`config.mk`:
```
export PLATFORM = sky130hd
export DESIGN_NAME = sr_cmd_gen_flat
export DESIGN_NICKNAME = d
export VERILOG_FILES = /design/src/rtl/sr_cmd_if.sv /design/src/rtl/sr_cmd_gen.sv /design/src/flat_wrapper.sv
export SDC_FILE = /design/constraint.sdc
export NUM_CORES = 1
export LEC_CHECK = 0
export CORE_AREA = 4 4 60 62
export CTS_BUF_LIST = sky130_fd_sc_hd__clkbuf_2 sky130_fd_sc_hd__clkbuf_4 sky130_fd_sc_hd__clkbuf_8
export DETAILED_ROUTE_END_ITERATION = 8
export DIE_AREA = 0 0 64 66
export GPL_TIMING_DRIVEN = 0
export HOLD_SLACK_MARGIN = 0.02
export PLACE_DENSITY = 0.76
export SLEW_MARGIN = 20
export SYNTH_ARGS = -nofsm -noshare
export SYNTH_HDL_FRONTEND = slang
export SYNTH_SLANG_ARGS = --single-unit
export TNS_END_PERCENT = 1
```
`constraint.sdc`:
```
create_clock -name clk -period 2.05 [get_ports clk]
set_input_delay 0.41 -clock clk [delete_from_list [all_inputs] [get_ports clk]]
set_output_delay 0.41 -clock clk [all_outputs]
set_load 0.005 [all_outputs]
```
`src/rtl/sr_cmd_if.sv`:
```
// Request/command bundle between the raw request source and sr_cmd_gen.
// The master drives the raw requests; the slave returns the s/r pulses and status.
interface sr_cmd_if;
    logic set_req;
    logic clr_req;
    logic s;
    logic r;
    logic busy;
    logic conflict;

    modport master (output set_req, clr_req, input s, r, busy, conflict);
    modport slave  (input set_req, clr_req, output s, r, busy, conflict);
endinterface

```
`src/rtl/sr_cmd_gen.sv`:
```
// sr_cmd_gen: synchronizes and debounces set/clear requests into clean, spaced s/r pulses for srff.
// Build option SR_CLR_PRIORITY_EN: on a simultaneous set/clear request, clear wins instead of both being dropped.
//
// state | meaning
// IDLE  | waiting; takes event-or-pending requests
// SET   | s high for PULSE_LEN cycles
// CLR   | r high for PULSE_LEN cycles
// GAP   | one idle 2'b00 cycle before returning to IDLE
module sr_cmd_gen #(
    parameter int DEB_CYCLES = 4,
    parameter int PULSE_LEN  = 2,
    parameter int CNT_W      = 8
) (
    input  logic    clk,
    input  logic    rst_n,
    sr_cmd_if.slave bus
);
    typedef enum logic [1:0] {IDLE, SET, CLR, GAP} state_t;

    localparam logic [CNT_W-1:0] DEB_LAST = CNT_W'(DEB_CYCLES - 1);
    localparam logic [CNT_W-1:0] PUL_LAST = CNT_W'(PULSE_LEN - 1);
`ifdef SR_CLR_PRIORITY_EN
    localparam bit CLR_WINS = 1'b1;
`else
    localparam bit CLR_WINS = 1'b0;
`endif

    // Bit 0 is the set channel, bit 1 the clear channel.
    logic [1:0]       sync1, sync2, deb, deb_d, ev, pend, eff;
    logic [CNT_W-1:0] deb_cnt [2];
    logic [CNT_W-1:0] pcnt;
    state_t           state, state_nx;
    logic             s_q, r_q, busy_q, conflict_q;
    logic             s_nx, r_nx, busy_nx, conflict_nx;

    always_ff @(posedge clk or negedge rst_n) begin
        if (!rst_n) begin
            sync1      <= '0;
            sync2      <= '0;
            deb        <= '0;
            deb_d      <= '0;
            ev         <= '0;
            deb_cnt[0] <= '0;
            deb_cnt[1] <= '0;
        end else begin
            sync1 <= {bus.clr_req, bus.set_req};
            sync2 <= sync1;
            deb_d <= deb;
            ev    <= deb & ~deb_d;
            for (int i = 0; i < 2; i++) begin
                if (sync2[i] == deb[i]) begin
                    deb_cnt[i] <= '0;
                end else if (deb_cnt[i] == DEB_LAST) begin
                    deb_cnt[i] <= '0;
                    deb[i]     <= sync2[i];
                end else begin
                    deb_cnt[i] <= deb_cnt[i] + 1'b1;
                end
            end
        end
    end

    assign eff = ev | pend;

    always_ff @(posedge clk or negedge rst_n) begin
        if (!rst_n) begin
            state      <= IDLE;
            pcnt       <= '0;
            pend       <= '0;
            s_q        <= 1'b0;
            r_q        <= 1'b0;
            busy_q     <= 1'b0;
            conflict_q <= 1'b0;
        end else begin
            state      <= state_nx;
            s_q        <= s_nx;
            r_q        <= r_nx;
            busy_q     <= busy_nx;
            conflict_q <= conflict_nx;
            // IDLE always services or discards whatever is pending.
            pend       <= (state == IDLE) ? 2'b00 : (pend | ev);
            if ((state == SET || state == CLR) && state_nx == state)
                pcnt <= pcnt + 1'b1;
            else
                pcnt <= '0;
        end
    end

    always_comb begin
        state_nx = state;
        unique case (state)
            IDLE: begin
                unique case (eff)
                    2'b01:   state_nx = SET;
                    2'b10:   state_nx = CLR;
                    2'b11:   state_nx = CLR_WINS ? CLR : IDLE;
                    default: state_nx = IDLE;
                endcase
            end
            SET, CLR: if (pcnt == PUL_LAST) state_nx = GAP;
            GAP:      state_nx = IDLE;
            default:  state_nx = IDLE;
        endcase
    end

    always_comb begin
        s_nx        = (state_nx == SET);
        r_nx        = (state_nx == CLR);
        busy_nx     = (state_nx != IDLE);
        conflict_nx = (state == IDLE) && (eff == 2'b11);
    end

    assign bus.s        = s_q;
    assign bus.r        = r_q;
    assign bus.busy     = busy_q;
    assign bus.conflict = conflict_q;
endmodule
```
`src/flat_wrapper.sv`:
```
// flat-port wrapper written by rule: the top's interface ports become plain ports
module sr_cmd_gen_flat 
#(
    parameter int DEB_CYCLES = 4,
    parameter int PULSE_LEN  = 2,
    parameter int CNT_W      = 8
)
  (clk, rst_n, bus_set_req, bus_clr_req, bus_s, bus_r, bus_busy, bus_conflict);
  sr_cmd_if bus_i ();
  input  logic clk;
  input  logic rst_n;
  input wire logic [$bits(bus_i.set_req)-1:0] bus_set_req;
  input wire logic [$bits(bus_i.clr_req)-1:0] bus_clr_req;
  output wire logic [$bits(bus_i.s)-1:0] bus_s;
  output wire logic [$bits(bus_i.r)-1:0] bus_r;
  output wire logic [$bits(bus_i.busy)-1:0] bus_busy;
  output wire logic [$bits(bus_i.conflict)-1:0] bus_conflict;
  assign bus_i.set_req = bus_set_req;
  assign bus_i.clr_req = bus_clr_req;
  assign bus_s = bus_i.s;
  assign bus_r = bus_i.r;
  assign bus_busy = bus_i.busy;
  assign bus_conflict = bus_i.conflict;
  sr_cmd_gen #(.DEB_CYCLES(DEB_CYCLES), .PULSE_LEN(PULSE_LEN), .CNT_W(CNT_W)) u_core (.clk(clk), .rst_n(rst_n), .bus(bus_i));
endmodule
```
==> Word level (Yosys, flattened, before mapping) <==
Cells that the tools add are included.
{ "word_totals": {"input_bits": 4, "regBits": 42, "elab_cells": 54, "out_inout_bits": 4} }
{ "classes": {"addsub": 3, "bitwise_logic": 5, "muxes": 9, "n_reduce_logical": 8, "eq_ne": 14} }
{ "ops": {"columns": ["operator", "count"], "rows": [
  ["two-way mux 8 bit", 5],
  ["adder 8 x 1 -> 8 bit (second input constant)", 3],
  ["== test 8 x 2 -> 1 bit (second input constant)", 2],
  ["== test 2 bit (second input constant)", 5],
  ["== test 8 x 1 -> 1 bit (second input constant)", 1],
  ["== test 2 x 1 -> 1 bit (second input constant)", 3],
  ["one-hot mux 2 bit (3 select lines)", 1],
  ["two-way mux 2 bit", 2],
  ["one-hot mux 2 bit (2 select lines)", 1],
  ["AND reduction 2 bit", 2],
  ["bitwise AND 2 bit", 1],
  ["== test 1 bit", 2],
  ["== test 2 bit", 1],
  ["logical AND 1 bit", 2],
  ["logical NOT 2 bit", 1],
  ["NOT 1 bit", 2],
  ["NOT 2 bit", 1],
  ["OR 2 bit", 1],
  ["nonzero test 2 bit", 1],
  ["OR reduction 2 bit", 1],
  ["logical OR 1 bit", 1]
]} }

==> Longest topological paths before layout <==
Gate-level depths: netlist of the first run.
{ "depth": {"ltp_word": 7, "ltp_mapped": 6, "depth_no_buf": 6} }

==> Least setup slack after synthesis of the first run <==
Ideal clock, no wire load.
{ "synth_timing": {"path_kind": "register to register", "start": "reg u_core.state[1]", "end": "reg u_core.pcnt[2]", "slack_ps": 465, "arrival_time_ps": 1446, "period_less_slack_ps": 1585, "required_ps": 1911, "path_stages_with_launch": 6, "n_path_buf": 0, "setup_ps": 139, "path_cell_list": "dfrtp_1 -> inv_1 -> ha_1 -> nand2b_1 -> nor3_2 -> nor4_1"} }
{ "synth_between": {"elab_chain_cells": 6, "elab_cells_between_ends": 11, "cone_classes": "4 x eq/ne; 3 x mux; 4 x reduce/logical"} }
{ "synth_lines": {"columns": ["element", "line_no", "source"], "rows": [
  ["start, declared", "sr_cmd_gen.sv:32", "state_t state, state_nx;"],
  ["start signal, assigned", "sr_cmd_gen.sv:75", "state <= state_nx;"],
  ["== test 2 bit or == test 2 x 1 -> 1 bit (tied branches)", "sr_cmd_gen.sv:82, sr_cmd_gen.sv:91", null],
  ["OR reduction 2 bit", "sr_cmd_gen.sv:91", "unique case (state)"],
  ["one-hot mux 2 bit (3 select lines)", "sr_cmd_gen.sv:91", null],
  ["== test 2 bit", "sr_cmd_gen.sv:82", "if ((state == SET || state == CLR) && state_nx == state)"],
  ["logical AND 1 bit (*)", "sr_cmd_gen.sv:82", null],
  ["two-way mux 8 bit (*)", "sr_cmd_gen.sv:82", null],
  ["end signal, assigned", "sr_cmd_gen.sv:83", "pcnt <= pcnt + 1'b1;"],
  ["end, declared", "sr_cmd_gen.sv:31", "logic [CNT_W-1:0] pcnt;"]
]} }
Mark *: on every way between the ends. The rest lies on a longest branch, timed or not.
A chain may end at the register's enable or synchronous reset.

==> Worst setup path in the final report of the first run <==
Same ends and word-level chain as after synthesis.

==> flow_metrics.env, run 1 <==
export IMPL_post_dp_cell_area_sq_mm=0.00199
export IMPL_r2r_start="u_core.state[1]$_DFF_PN0_"
export IMPL_wirelength_um=2910
export IMPL_ys_flop_type="dfrtp_1"
export IMPL_drtPass1Iterations=4
export IMPL_finClkSkew_ps=17.2
export IMPL_cp_slowest_stage_delay_ps=510
export IMPL_min_from="u_core.sync1[0]$_DFF_PN0_"
export IMPL_avgSynthCellArea_sq_um=11.9
export IMPL_grt_pass1_wl_um=5380
export IMPL_cts_made_buffers=5
export IMPL_post_drt_wl_per_cell_um=13.4
export IMPL_hpwlAfterDp_um=2120
export IMPL_ant_nets=0
export IMPL_grt_use_met3=0.0527
export IMPL_drv_cap=0
export IMPL_die_w_um=64
export IMPL_power_density_mw_per_mm2=1150
export IMPL_row_count=20
export IMPL_synthCells=156
export IMPL_finalHoldViolations=0
export IMPL_grt_usage=0.164
export IMPL_drc_errors=0
export IMPL_grt_max_degree=33
export IMPL_post_place_ws_ps=148
export IMPL_min_path_cells=0
export IMPL_gp_congestion=0.877
export IMPL_critPathLaunchType="flop"
export IMPL_yosysUniqueCellTypes=30
export IMPL_cts_sinks=42
export IMPL_min_to="u_core.sync2[0]$_DFF_PN0_"
export IMPL_power_leakage_nw=0.916
export IMPL_critPathKind="flop to flop"
export IMPL_use_met1=0.208
export IMPL_synth_seq_cells=42
export IMPL_final_cell_mix="dfrtp_1 (42), nor2_1 (22), xor2_1 (11)"
export IMPL_clockRootBuffer="clkbuf_4"
export IMPL_clk_pin_slew_ps=130
export IMPL_tightest_slew_ps=548
export IMPL_area_growth_syn_to_layout_pct=12.3
export IMPL_reg2regPathDepth=5
export IMPL_stdcell_area_sq_mm=0.00208
export IMPL_final_period_utilization=0.918
export IMPL_ys_seq_area_frac=0.568
export IMPL_worstPathRequired_ps=2260
export IMPL_arrival_ps=2090
export IMPL_nets=181
export IMPL_drtIter0Drc=52
export IMPL_setup_ws_ps=167
export IMPL_fp_dieArea_sq_mm=0.00422
export IMPL_antenna_found_initial=0
export IMPL_max_slew_margin=0.633
export IMPL_fillers=226
export IMPL_grt_busiest_layer="met2"
export IMPL_slew_viol_final=0
export IMPL_cpMaxStageDelayCell="dfrtp_1"
export IMPL_die_h_um=66
export IMPL_crit_buf_inv=1
export IMPL_period_needed_ps=1880
export IMPL_fmax_mhz=531
export IMPL_post_drt_via_cell_ratio=5.47
export IMPL_synth_edf_count=0
export IMPL_core_area_sq_mm=0.00303
export IMPL_cp_end_kind="flop"
export IMPL_netlist_area_sq_mm=0.00185
export IMPL_grt_pass1_vias=1219
export IMPL_cts_tree="built"
export IMPL_worstReg2RegEnd="u_core.pcnt[2]$_DFF_PN0_"
export IMPL_setup_viol=0
export IMPL_rrSetupSlack_ps=170
export IMPL_vias=1187
export IMPL_grt_ovfl_total=0
export IMPL_mostFrequentLayoutCell="dfrtp_1"
export IMPL_drive_above_1_share=0.133
export IMPL_grt_met2_usage=0.267
export IMPL_ioPinCount=8
export IMPL_rsz0062_at_grt="false"
export IMPL_syn_nets=165
export IMPL_cp_top_family="simple AND/OR/NAND/NOR gates"
export IMPL_cts_buffer_depth=2
export IMPL_ys_warn_count=0
export IMPL_clk_latency_ps=340
export IMPL_port_buffers=7
export IMPL_path_max_fanout=8
export IMPL_initial_core_util=0.611
export IMPL_async_flop_share=1.00
export IMPL_htreeDepth=2
export IMPL_status="finished, final reports clean"
export IMPL_n_antenna_cell=0
export IMPL_cp_cell_sequence="inv_1, ha_1, nand2b_1, nor3_2, nor4_1"
export IMPL_max_vdd_ir_drop_mv=0.696
export IMPL_min_path_type="flop to flop"
[timing repair]
action,CTS,global route
endpoints found under the setup margin,0,0
endpoints found under the hold margin,10,0
gates resized for setup,0,0
setup buffers,0,0
hold buffers,1,0
[flip-flops by register name (all words and copies together), names as in the netlist]
signal,count
u_core.sync1,2
u_core.bus.r,1
u_core.bus.conflict,1
u_core.ev,2
u_core.bus.s,1
u_core.deb_d,2
u_core.bus.busy,1
u_core.state,2
u_core.pend,2
u_core.deb,2
u_core.pcnt,8
u_core.deb_cnt,16
u_core.sync2,2
[synthesized netlist by cell type (3+ instances only)]
library cell / n / area, sq um
xnor2_1: 9 / 78.8
nor3_1: 4 / 20.0
nor4b_1: 3 / 26.3
ha_1: 5 / 62.6
inv_1: 3 / 11.3
dfrtp_1: 42 / 1050
nor2_1: 22 / 82.6
nor2b_1: 4 / 25.0
xor2_1: 11 / 96.3
nand3_1: 9 / 45.0
nor4_1: 8 / 50.1
and3_1: 8 / 50.1
nand2_1: 8 / 30.0
[where the power goes]
group / internal, W / total (W) / switching, W
logic: 0.000337 / 0.000755 / 0.000418
clock network: 0.000253 / 0.000505 / 0.000252
registers: 0.000996 / 0.00113 / 0.000135
total: 0.00159 / 0.00239 / 0.000804
[metal layers]
metal | wire length, um | vias up
met5 | 0 | -
met4 | 0 | 0
met3 | 95 | 0
met2 | 1470 | 18
met1 | 1350 | 596
li1 | - | 573
[cell families (layout without fill, tap and decap cells)]
family	after synthesis	count (layout)	synth area share
and+or+nand+nor	75	75	0.227
DFF	42	42	0.568
xor gates and xnor gates	20	20	0.0947
AOI/OAI and AO/OA	9	9	0.0575
adders and majority gates	5	5	0.0338
buffers and inverters	3	20	0.00609
muxes	2	2	0.0122
[how the worst max path moves through the flow]
stage,startpoint,end,slack (ps),cells past startpoint
floorplan,u_core.state[1]$_DFF_PN0_,u_core.pcnt[2]$_DFF_PN0_,460,5
global placement,rst_n,u_core.deb[0]$_DFFE_PN0P_,-370,1
detailed placement,u_core.state[1]$_DFF_PN0_,u_core.pcnt[2]$_DFF_PN0_,150,5
CTS,u_core.state[1]$_DFF_PN0_,u_core.pcnt[2]$_DFF_PN0_,140,5
global route,u_core.state[1]$_DFF_PN0_,u_core.pcnt[4]$_DFF_PN0_,30,5
finish,u_core.state[1]$_DFF_PN0_,u_core.pcnt[2]$_DFF_PN0_,170,5
[cell type report]
cell class / instances / area [sq um] / share of cell area
Clock buffer: 5 / 37.5 / 0.0181
Clock inverter: 3 / 40.0 / 0.0193
Inverter: 3 / 11.3 / 0.00542
Multi-Input combinational cell: 111 / 787 / 0.379
Sequential cell: 42 / 1050 / 0.506
Tap cell: 44 / 55.1 / 0.0265
Timing Repair Buffer: 9 / 95.1 / 0.0458
[worst register-to-register path, stage by stage, from the launching register on]
cell      delay (ps)
dfrtp_1          510
inv_1             70
ha_1             310
nand2b_1         260
nor3_2           490
nor4_1           130
[through the flow]
stage	util	std cells	TNS, ps	power (W)	hold slack (ps)
2_1_floorplan	-	156	0	0.00169	114
3_3_place_gp	0.652	207	-15680	0.00186	341
3_5_place_dp	0.657	208	0	0.00191	296
4_1_cts	0.686	217	0	0.00242	372
5_1_grt	0.686	217	0	0.00257	376
6_report	0.686	217	0	0.00239	368
Power figures use the tool's default switching activity.
==> run 2, diff against run 1 <==
--- a/config.mk
+++ b/config.mk
@@ -12,7 +12,6 @@
 export GPL_TIMING_DRIVEN = 0
 export HOLD_SLACK_MARGIN = 0.02
 export PLACE_DENSITY = 0.76
-export SLEW_MARGIN = 20
 export SYNTH_ARGS = -nofsm -noshare
 export SYNTH_HDL_FRONTEND = slang
 export SYNTH_SLANG_ARGS = --single-unit
==> run 2 against run 1 <==
Combinational power decreased by 1%. Clock skew increased by 3.2 ps. Cell area decreased by 1.4%. Global-route usage increased by 0.72 points. Flip-flop and latch count unchanged. Non-clock buffer count decreased by 2. Count of clock-buffer cells in the layout unchanged. Setup slack got worse by 8.9 ps. Core utilization decreased by 0.99 points. Via count increased by 0.17%. Die area unchanged. Power decreased by 0.41%.
==> flow_metrics.env, run 2 (synthesized netlist as in run 1, its figures left out) <==
export IMPL_grt_usage=0.171
export IMPL_cts_setup_buffers=0
export IMPL_top_regs="u_core.deb_cnt (16), u_core.pcnt (8)"
export IMPL_ant_nets=0
export IMPL_path_max_fanout=8
export IMPL_clockRootBuffer="clkbuf_4"
export IMPL_n_antenna_cell=0
export IMPL_clk_pin_slew_ps=130
export IMPL_min_path_type="primary input to async pin"
export IMPL_rrSetupSlack_ps=160
export IMPL_cts_buffer_depth=2
export IMPL_antenna_found_initial=0
export IMPL_final_period_utilization=0.923
export IMPL_dp_cells=207
export IMPL_wirelength_um=2920
export IMPL_cts_made_buffers=5
export IMPL_core_area_sq_mm=0.00303
export IMPL_die_h_um=66
export IMPL_max_vdd_ir_drop_mv=0.622
export IMPL_cts_sinks=42
export IMPL_drv_cap=0
export IMPL_whs_ps=149
export IMPL_critPathKind="flop to flop"
export IMPL_p_seq_frac=0.474
export IMPL_regMostFlops="u_core.deb_cnt"
export IMPL_fp_dieArea_sq_mm=0.00422
export IMPL_multiInputGateArea_sq_um=787
export IMPL_hpwlAfterDp_um=2050
export IMPL_seq_area_sq_mm=0.00105
export IMPL_setup_ws_ps=158
export IMPL_post_drt_via_cell_ratio=5.53
export IMPL_grt_pass1_vias=1214
export IMPL_finalHoldViolations=0
export IMPL_largest_reg_flops=16
export IMPL_post_dp_cell_area_sq_mm=0.00197
export IMPL_port_buffers=7
export IMPL_period_needed_ps=1890
export IMPL_fin_cells=215
export IMPL_drive_above_1_share=0.129
export IMPL_arrival_ps=2110
export IMPL_mostFrequentLayoutCell="dfrtp_1"
export IMPL_status="finished, final reports clean"
export IMPL_grt_ovfl_total=0
export IMPL_finalPower_w=0.00238
export IMPL_cts_repair_resized=0
export IMPL_clk_latency_ps=350
export IMPL_drtPass1Iterations=5
export IMPL_stdcell_area_sq_mm=0.00205
export IMPL_p_sw_frac=0.336
export IMPL_p_clk_frac=0.213
export IMPL_fillers=228
export IMPL_htreeDepth=2
export IMPL_worstPathRequired_ps=2270
export IMPL_gp_congestion=0.877
export IMPL_tightest_slew_ps=861
export IMPL_slew_viol_final=0
export IMPL_power_switching_w=0.000800
export IMPL_power_leakage_nw=0.903
export IMPL_rsz0062_at_grt="false"
export IMPL_drc_errors=0
export IMPL_ioPinCount=8
export IMPL_final_cell_mix="dfrtp_1 (42), nor2_1 (22), xor2_1 (11)"
export IMPL_fmax_mhz=529
export IMPL_drtIter0Drc=63
export IMPL_internal_power_w=0.00158
export IMPL_grt_max_degree=43
export IMPL_nets=179
export IMPL_ctsHoldBuffers=0
export IMPL_post_place_ws_ps=170
export IMPL_critPathLaunchType="flop"
export IMPL_finClkSkew_ps=20.4
export IMPL_setup_viol=0
export IMPL_max_slew_margin=0.426
export IMPL_row_count=20
export IMPL_initial_core_util=0.611
export IMPL_post_drt_wl_per_cell_um=13.6
export IMPL_p_comb_frac=0.313
export IMPL_cp_end_kind="flop"
export IMPL_power_density_mw_per_mm2=1160
export IMPL_die_w_um=64
export IMPL_vias=1189
export IMPL_cts_tree="built"
export IMPL_grt_pass1_wl_um=5480
export IMPL_area_growth_syn_to_layout_pct=10.7
==> run 2: cell types whose count changed in the layout (fill, tap and decap cells not counted) <==
cell           before  now
buf_12              1    0
dlygate4sd3_1       1    0
==> run 2: layer usage <==
metal / global-route usage / wire length, um
met1: 0.217 / 1290
met5: 0 / 0
met3: 0.0561 / 123
met2: 0.279 / 1500
met4: 0.0512 / 10
==> run 2: critical path, cell delays in order, from the launching register on <==
cell,delay (ps)
dfrtp_1,510
inv_1,80
ha_1,310
nand2b_1,260
nor3_2,500
nor4_1,120
==> run 2: per-stage QoR <==
step | TNS (ps) | utilization
floorplan | 0 | -
global placement | -15680 | 0.652
detailed placement | 0 | 0.650
CTS | 0 | 0.676
global route | 0 | 0.676
finish | 0 | 0.676
==> run 2: path summary, 6_finish.rpt <==
kind	from	endpoint	depth (start not counted)
min in group clk	u_core.sync1[0]$_DFF_PN0_	u_core.sync2[0]$_DFF_PN0_	0
worst max-delay path	u_core.state[1]$_DFF_PN0_	u_core.pcnt[2]$_DFF_PN0_	5
max in group asynchronous	rst_n	u_core.pend[0]$_DFF_PN0_	1
worst max register to register	u_core.state[1]$_DFF_PN0_	u_core.pcnt[2]$_DFF_PN0_	5
worst min register to register	u_core.sync1[0]$_DFF_PN0_	u_core.sync2[0]$_DFF_PN0_	0
worst min-delay path	rst_n	u_core.pcnt[4]$_DFF_PN0_	1
==> run 2: final cells by class <==
| cell class | count | share of cell area |
|---|---|---|
| Clock buffer | 5 | 0.0183 |
| Clock inverter | 3 | 0.0196 |
| Inverter | 3 | 0.00550 |
| Multi-Input combinational cell | 111 | 0.384 |
| Sequential cell | 42 | 0.513 |
| Tap cell | 44 | 0.0269 |
| Timing Repair Buffer | 7 | 0.0318 |
==> run 2: power groups by stage <==
stage               Sequential [W]  Clock (W)  Combinational, W
floorplan                  0.00112          0          0.000563
global placement           0.00114          0          0.000719
detailed placement         0.00115          0          0.000752
CTS                        0.00113   0.000527          0.000754
global route               0.00116   0.000573          0.000837
finish                     0.00113   0.000506          0.000745
